`src/rtl/key_pkg.sv`:
```
// key_pkg: key codes, FSM state encoding and rise-vector helpers for key_conditioner
package key_pkg;
  localparam logic [1:0] KEY_A = 2'd0;
  localparam logic [1:0] KEY_B = 2'd1;
  localparam logic [1:0] KEY_C = 2'd2;
  localparam logic [1:0] KEY_D = 2'd3;
  typedef enum logic {ST_IDLE, ST_HELD} state_e;
  function automatic logic [2:0] count_rise(input logic [3:0] r);
    return 3'(r[0]) + 3'(r[1]) + 3'(r[2]) + 3'(r[3]);
  endfunction
  function automatic logic [1:0] encode_key(input logic [3:0] r);
    return r[0] ? KEY_A : r[1] ? KEY_B : r[2] ? KEY_C : KEY_D;
  endfunction
endpackage

```
`src/rtl/key_debounce.sv`:
```
// key_debounce: synchronise one raw button and emit a debounced level plus a rise strobe
module key_debounce #(
  parameter int SYNC_STAGES     = 2,
  parameter int DEBOUNCE_CYCLES = 4,
  parameter int CNT_W           = 16
) (
  input  logic clk,
  input  logic reset,
  input  logic raw,
  output logic level,
  output logic rise
);
  logic [SYNC_STAGES-1:0] sync_q;
  logic [CNT_W-1:0] cnt_q, cnt_d;
  logic level_q, rise_q, sample, differ, expire;
  assign sample = sync_q[SYNC_STAGES-1];
  assign differ = sample != level_q;
  // the level flips on the edge the counter sits at its last value while the sample still differs
  assign expire = differ && (cnt_q == CNT_W'(DEBOUNCE_CYCLES - 1));
  always_comb cnt_d = (!differ || expire) ? '0 : cnt_q + CNT_W'(1);
  always_ff @(posedge clk or negedge reset) begin
    if (!reset) begin
      sync_q  <= '0;
      cnt_q   <= '0;
      level_q <= 1'b0;
      rise_q  <= 1'b0;
    end else begin
      sync_q  <= {sync_q[SYNC_STAGES-2:0], raw};
      cnt_q   <= cnt_d;
      level_q <= level_q ^ expire;
      rise_q  <= expire && !level_q;
    end
  end
  assign level = level_q;
  assign rise  = rise_q;
endmodule

```
`src/rtl/key_conditioner.sv`:
```
// key_conditioner: debounce four buttons and emit clean single-cycle one-hot key events
module key_conditioner
  import key_pkg::*;
#(
  parameter int SYNC_STAGES     = 2,
  parameter int DEBOUNCE_CYCLES = 4,
  parameter int CNT_W           = 16
) (
  input  logic       clk,
  input  logic       reset,
  input  logic       raw_a,
  input  logic       raw_b,
  input  logic       raw_c,
  input  logic       raw_d,
  output logic       key_a,
  output logic       key_b,
  output logic       key_c,
  output logic       key_d,
  output logic       key_valid,
  output logic [1:0] key_code,
  output logic       key_err,
  output logic       busy
);
  logic [3:0] raw_v, level_v, rise_v, keys_q;
  logic [2:0] n_rise;
  logic [1:0] code_d, code_q;
  logic valid_q, err_q, busy_q;
  state_e state_q;
  assign raw_v = {raw_d, raw_c, raw_b, raw_a};
  for (genvar i = 0; i < 4; i++) begin : g_deb
    key_debounce #(
      .SYNC_STAGES(SYNC_STAGES),
      .DEBOUNCE_CYCLES(DEBOUNCE_CYCLES),
      .CNT_W(CNT_W)
    ) u_deb (
      .clk(clk),
      .reset(reset),
      .raw(raw_v[i]),
      .level(level_v[i]),
      .rise(rise_v[i])
    );
  end
  always_comb begin
    n_rise = count_rise(rise_v);
    code_d = encode_key(rise_v);
  end
  // rises seen while HELD, including the exit cycle, are dropped so each press needs a fresh rise
  always_ff @(posedge clk or negedge reset) begin
    if (!reset) begin
      state_q <= ST_IDLE;
      keys_q  <= '0;
      valid_q <= 1'b0;
      code_q  <= KEY_A;
      err_q   <= 1'b0;
      busy_q  <= 1'b0;
    end else begin
      keys_q  <= '0;
      valid_q <= 1'b0;
      code_q  <= KEY_A;
      err_q   <= 1'b0;
      if (state_q == ST_IDLE) begin
        if (n_rise == 3'd1) begin
          keys_q  <= rise_v;
          valid_q <= 1'b1;
          code_q  <= code_d;
          state_q <= ST_HELD;
          busy_q  <= 1'b1;
        end else if (n_rise > 3'd1) begin
          err_q   <= 1'b1;
          state_q <= ST_HELD;
          busy_q  <= 1'b1;
        end
      end else if (level_v == 4'b0000) begin
        state_q <= ST_IDLE;
        busy_q  <= 1'b0;
      end
    end
  end
  assign {key_d, key_c, key_b, key_a} = keys_q;
  assign key_valid = valid_q;
  assign key_code  = code_q;
  assign key_err   = err_q;
  assign busy      = busy_q;
endmodule

```
`config.mk`:
```
export PLATFORM = sky130hd
export DESIGN_NAME = key_conditioner
export DESIGN_NICKNAME = d
export VERILOG_FILES = /design/src/rtl/key_pkg.sv /design/src/rtl/key_debounce.sv /design/src/rtl/key_conditioner.sv
export SDC_FILE = /design/constraint.sdc
export NUM_CORES = 1
export LEC_CHECK = 0
export ABC_AREA = 1
export BUFFER_PORTS_ARGS = -buffer_cell sky130_fd_sc_hd__buf_2
export CORE_MARGIN = 1
export CORE_UTILIZATION = 60
export CTS_BUF_LIST = sky130_fd_sc_hd__clkbuf_8
export DETAILED_ROUTE_END_ITERATION = 8
export GPL_TIMING_DRIVEN = 0
export PLACE_DENSITY = 0.77
export SLEW_MARGIN = 20
export SYNTH_ARGS = -nofsm -noshare
export SYNTH_HDL_FRONTEND = slang
export SYNTH_SLANG_ARGS = --single-unit
```
`constraint.sdc`:
```
create_clock -name clk -period 3.7 [get_ports clk]
set_input_delay 0.74 -clock clk [delete_from_list [all_inputs] [get_ports clk]]
set_output_delay 0.74 -clock clk [all_outputs]
set_load 0.03 [all_outputs]
```
==> run metrics, run 1 <==
Finish-stage setup viols 0; Reg2Reg Depth 10; final core occ 68.8%; Worst slew margin 72.3%; Max stage delay cell, worst path fa_1; filler instances 590; Lkg Pwr 2.32 nW; largest family of logic cells by synthesized area simple AND/OR/NAND/NOR gates; min Tclk post-route 2.27 ns; postcts setup bufs 0; initial core utilization 63.1%; CTS-repair resized insts 0; r2r setup slk 1.43 ns; Synth Area in XOR/XNOR 5.81%; Compound-Gate Fraction of Synth Area 1.55%; GR Layer Usage met3 4.29%; die width 90.3 microns; layout cells sized above 1 9.82%; TritonCTS Buffers 9; setup TNS 0 ns; Area contributors post-synth dfrtp_1 (48%), nand2_1 (11%), nor2_1 (11%), inv_1 (5.4%), xor2_1 (4.5%); WP data required 3.95 ns; Placeable Area 7410 sq um; via count 3,738; Power Dens Cells 471 nW/um^2; Worst EP arrival 2.53 ns; Clk Tree Root Cell clkbuf_8; setup ws final 1.43 ns; met2 usage 40.3%; Syn. warnings 0; register area 2250 sq um; number of synthesized register bits 90; class of the worst hold path input pin to async pin; CTS tree yes; crit path launch type flip-flop; clk_lat worst skew 0.35 ns; area grow syn2layout 9.08%; Largest stage delay, worst path 0.54 ns; gpl congestion 0.900; maximum clock frequency 440 MHz; most common cell in the netlist nand2_1; Layout Nets 633; CTS HTree Levels 3; crit path capture key_code[0]; pre-CTS WS 1.45 ns; DRC 0; Synth area leader dfrtp_1; Post-Syn Area 4670 sq um; Most common cell on crit path inv_1; FF-to-FF End key_code[0]; area of the multi-input gates 2120 sq um; FFs w/ async S/R, synth 100%; Detail Route Antenna Nets 0; RSZ-0062 raised after global routing no; grt total ovfl 0; status finished clean; DR vias/cell 5.19; placed cell area 4900 sq um; Synth Area in Simple Gates 35.3%; Longest Clk Path Bufs 2; Post-synth EDFFs 0; Post-Synth Adder-Cell Area 2.84%; post-route cell area 5100 sq um; Tot GR Track Use 23.3%; hold buffers post-CTS 0; initial antenna violation count 0; clock transition at the registers of the reported paths 0.09 ns; Diodes inserted 0; Worst Tran Pin Value 0.416 ns; clk sinks 90; Routed WL per cell 12.1 microns; critical path class flip-flop to flip-flop; element type at the critical path end flip-flop; pin count of the biggest net entering global routing 60; met1 layer usage reported by global route 29.8%; post-synthesis mux area share 0%; net count after synthesis 607; Most used DFF post-synth dfrtp_1; CP max FO 6; hpwl dp 6.37 mm; Syn Area/Cell 7.91 sq um; CP Launch Point g_deb[0].u_deb.rise; Tcrit/Tclk final 61.5%; Max-Cap Viols 0; RR Startpoint g_deb[0].u_deb.rise; PortBufs 14; DIE AREA 8150 sq um; first-pass GRT wire length 15.4 mm; Iteration-0 DRC Markers 142; Peak VDD IR 0.000270 V; row count 31; Post-Syn Instances 591; wirelength, routed 8.68 mm; Setup Skew 0.0105 ns; PnR Total Power 2.40 mW; vias in the first global route 3,615; post-synth top area share 48.2%; worst path cell trace inv_1 -> fa_1 -> inv_1 -> ha_1 -> inv_1 -> ha_1 -> nand3b_1 -> nor2_1 -> inv_1 -> a211oi_1; Slew Limit Fails 0; busiest grt layer met2; Top Ports 15; Die Y 90.3 microns; Netlist cell types 22; sequential area share after synthesis 48.2%; final hold viol count 0; synth cell count leaders nand2_1 (142), nor2_1 (141), dfrtp_1 (90), inv_1 (67), nand3_1 (37); DR pass1 iterations 5
## final cells by class
cell class / count / share of cell area [%]
Buffer: 4 / 0.884
Clock buffer: 9 / 2.43
Clock inverter: 6 / 1.50
Inverter: 67 / 4.93
Multi-Input combinational cell: 430 / 41.7
Sequential cell: 90 / 44.2
Tap cell: 99 / 2.43
Timing Repair Buffer: 15 / 1.96
## worst max-delay path: cells and delay by family (launching register included)
family                   cells  cell delay [ns]
flip-flops                   1             0.38
buffers and inverters        4             0.34
adder cells (fa/ha/maj)      3             0.95
AO/OA/AOI/OAI                1             0.20
AND/OR/NAND/NOR              2             0.31
## power breakdown
group / internal [mW] / switching, mW
clock network: 0.369 / 0.325
logic: 0.182 / 0.346
registers: 1.08 / 0.101
total: 1.63 / 0.772
## flip-flops by register name, summed over array words and instances, names as in the netlist, named ones only
register / count
g_deb.u_deb.sync_q: 8
key_code: 2
key_err: 1
keys_q: 4
g_deb.u_deb.cnt_q: 64
state_q: 1
key_valid: 1
busy: 1
g_deb.u_deb.rise: 4
## stage by stage
| stage | instances | hold slack [ns] |
|---|---|---|
| floorplan | 591 | 0.331 |
| global placement | 704 | 0.335 |
| detailed placement | 705 | 0.335 |
| CTS | 720 | 0.312 |
| global route | 720 | 0.335 |
| finish | 720 | 0.310 |
## layout by cell type, fill, tap and decap left out, types with 9 or more instances in the layout
cell,Yosys,final
nand2_1,142,142
nand4_1,26,26
nor2_2,12,12
dfrtp_1,90,90
nand3_1,37,37
inv_1,67,70
clkbuf_8,0,9
buf_2,0,13
nor2_1,141,141
ha_1,9,9
xor2_1,24,24
## cell families after synthesis
kind of cell / after synthesis
buffers and inverters: 71
and+or+nand+nor: 377
xor gates and xnor gates: 31
adders and majority gates: 10
AOI/OAI and AO/OA: 12
DFF: 90
## layer usage
layer	routed length (microns)	vias up	share of wire (%)
met2	4140	87	48
li1	-	1890	-
met1	4030	1749	46
met5	0	-	0
met3	405	12	4.7
met4	114	0	1.3
## worst min path at each step
stage / startpoint / end / slack [ns] / cells after the start
after global placement: g_deb[3].u_deb.sync_q[0] / g_deb[3].u_deb.sync_q[1] / 0.33 / 0
after global routing: reset / g_deb[2].u_deb.cnt_q[5] / 0.33 / 1
after floorplan: g_deb[0].u_deb.sync_q[0] / g_deb[0].u_deb.sync_q[1] / 0.33 / 0
after CTS: reset / g_deb[2].u_deb.cnt_q[5] / 0.31 / 1
after detailed placement: g_deb[0].u_deb.sync_q[0] / g_deb[0].u_deb.sync_q[1] / 0.33 / 0
final: reset / g_deb[2].u_deb.cnt_q[5] / 0.31 / 1
Note: power is estimated with default switching activity, not from simulation.
==> run 2: changes to the inputs <==
- CORE_UTILIZATION: 60 -> 58
- PLACE_DENSITY: 0.77 -> 0.78
- clock period: 3.7 -> 1.85 ns (I/O delays scaled with it)
==> run metrics, run 2 (synthesized netlist as in run 1, its figures left out) <==
status finished, violations left (was finished clean); violated checks negative setup slack; max reg flops 64 (unchanged); Tcrit/Tclk final 114% (was 61.5%); DR pass1 iterations 5 (unchanged); CP Launch Point g_deb[0].u_deb.rise (unchanged); WP data required 2.12 ns (was 3.95 ns); CP max FO 6 (unchanged); Lkg Pwr 2.37 nW (was 2.32 nW); PortBufs 14 (unchanged); Post-Layout Cell Count 734 (was 720); first-pass GRT wire length 15.9 mm (was 15.4 mm); Power Dens Cells 967 nW/um^2 (was 471 nW/um^2); area grow syn2layout 12.6% (was 9.08%); Iteration-0 DRC Markers 201 (was 142); RR Startpoint g_deb[0].u_deb.rise (unchanged); clk_lat worst skew 0.37 ns (was 0.35 ns); Peak VDD IR 0.000608 V (was 0.000270 V); maximum clock frequency 476 MHz (was 440 MHz); layout cells sized above 1 13.6% (was 9.82%); Top Ports 15 (unchanged); DRC 0 (unchanged); Diodes inserted 0 (unchanged); Routed WL per cell 12.8 microns (was 12.1 microns); Longest Clk Path Bufs 2 (unchanged); placed cell area 4900 sq um (about the same); commonest non-fill, non-tap cells in the layout nand2_1 (141), nor2_1 (139), dfrtp_1 (90), inv_1 (62), nand3_1 (37) (was nand2_1 (142), nor2_1 (141), dfrtp_1 (90), inv_1 (70), nand3_1 (37)); Slew Limit Fails 0 (unchanged); PnR Total Power 5.09 mW (was 2.40 mW); DIE AREA 8420 sq um (was 8150 sq um); Worst Min Path Start raw_b; crit path launch type flip-flop (unchanged); Largest stage delay, worst path 0.52 ns (was 0.54 ns); initial antenna violation count 0 (unchanged); critical path class flip-flop to flip-flop (unchanged); pin count of the biggest net entering global routing 54 (was 60); grt total ovfl 0 (unchanged); DR vias/cell 5.30 (was 5.19); Placed Cells 708 (was 705); clk sinks 90 (unchanged); clock transition at the registers of the reported paths 0.09 ns (about the same); final hold viol count 0 (unchanged); Worst EP arrival 2.37 ns (was 2.53 ns); min Tclk post-route 2.10 ns (was 2.27 ns); RSZ-0062 raised after global routing yes (was no); Clk Tree Root Cell clkbuf_8 (unchanged); biggest regs g_deb.u_deb.cnt_q x64, g_deb.u_deb.sync_q x8 (unchanged); gpl congestion 0.905 (was 0.900); Worst slew margin 66.6% (was 72.3%); CP top delay family adder cells (unchanged); worst path buffer plus inverter count 4 (unchanged); CTS HTree Levels 3 (unchanged); post-route cell area 5260 sq um (was 5100 sq um); Biggest register g_deb.u_deb.cnt_q (unchanged); filler instances 627 (was 590); die width 91.8 microns (was 90.3 microns); Max stage delay cell, worst path fa_1 (unchanged); Tot GR Track Use 23.9% (was 23.3%); class of the worst hold path input pin to flip-flop (was input pin to async pin); hpwl dp 6.40 mm (was 6.37 mm); TritonCTS Buffers 9 (unchanged); wirelength, routed 9.37 mm (was 8.68 mm); worst hold slack 0.112 ns (was 0.310 ns); Detail Route Antenna Nets 0 (unchanged); most common library cell in the layout ignoring fill and taps nand2_1 (unchanged); Finish-stage setup viols 9 (was 0); element type at the critical path end flip-flop (unchanged); setup ws final -0.252 ns (was 1.43 ns); worst path cell trace inv_2 -> fa_1 -> inv_2 -> ha_4 -> inv_2 -> ha_4 -> nand3b_1 -> nor2_2 -> inv_2 -> a211oi_2 (was inv_1 -> fa_1 -> inv_1 -> ha_1 -> inv_1 -> ha_1 -> nand3b_1 -> nor2_1 -> inv_1 -> a211oi_1); pre-CTS WS -0.427 ns (was 1.45 ns); Max-Cap Viols 0 (unchanged); initial core utilization 60.2% (was 63.1%); Layout Nets 643 (was 633); row count 32 (was 31); Placeable Area 7770 sq um (was 7410 sq um); via count 3,891 (was 3,738); Most common cell on crit path inv_2 (was inv_1); Worst Tran Pin Value 0.501 ns (was 0.416 ns); vias in the first global route 3,683 (was 3,615); Die Y 91.8 microns (was 90.3 microns); CTS tree yes (unchanged); Setup Skew 0.0172 ns (was 0.0105 ns)
## run 2: cell count changes in the layout (fill, tap and decap cells not counted), moves of 3 or more
cell / delta
buf_4: +9
inv_1: -8
inv_2: +6
ha_1: -3
## run 2: per-layer routing
layer	part of all wire, %	global-route usage, %	up-vias
li1	-	-	1916
met1	44	30.6	1837
met2	49	40.6	116
met3	4.6	3.15	22
met4	2.5	10.5	0
met5	0	0	-
## run 2: cell type report
cell class | count | area [sq um] | share of cell area, %
plain buffers | 4 | 45.0 | 0.856
clock buffers | 9 | 124 | 2.35
clock inverters | 7 | 118 | 2.24
inverters | 67 | 251 | 4.78
multi-input cells | 430 | 2160 | 41.2
repair buffers | 25 | 178 | 3.38
flip-flops and latches | 90 | 2250 | 42.8
well taps | 102 | 128 | 2.43
## run 2: worst paths after layout
kind	slack [ns]	endpoint	cells after the start
min in group asynchronous	0.51	g_deb[2].u_deb.cnt_q[13]	2
max in group asynchronous	0.71	g_deb[3].u_deb.sync_q[1]	3
max reg2reg	-0.25	key_code[0]	10
min	0.11	g_deb[1].u_deb.sync_q[0]	1
min reg2reg	0.35	g_deb[2].u_deb.sync_q[1]	0
max	-0.25	key_code[0]	10
## run 2: power by group
group / internal, mW / switching, mW / leakage [nW]
logic: 0.400 / 0.731 / 1.03
clock network: 0.897 / 0.702 / 0.117
registers: 2.15 / 0.202 / 1.22
total: 3.45 / 1.64 / 2.37
## run 2: metrics by stage
| step | TNS (ns) | util (%) |
|---|---|---|
| floorplan | -0.302 | - |
| global route | -2.02 | 67.7 |
| detailed placement | -1.85 | 63.1 |
| CTS | -0.993 | 67.2 |
| global placement | -34.79 | 62.7 |
| finish | -1.33 | 67.7 |
## run 2: repair_timing
action	4_1_cts	5_1_grt
resized for setup	5	5
setup buffers	6	3
endpoints found under the hold margin	37	0
setup endpoints to repair	9	17
pin swaps	4	1
hold buffers	1	0
## run 2: worst reg2reg max path, stage by stage, from the launching register on
cell and delay [ns]:
dfrtp_1 0.39, inv_2 0.06, fa_1 0.52, inv_2 0.06, ha_4 0.16, inv_2 0.07
ha_4 0.19, nand3b_1 0.18, nor2_2 0.15, inv_2 0.09, a211oi_2 0.15
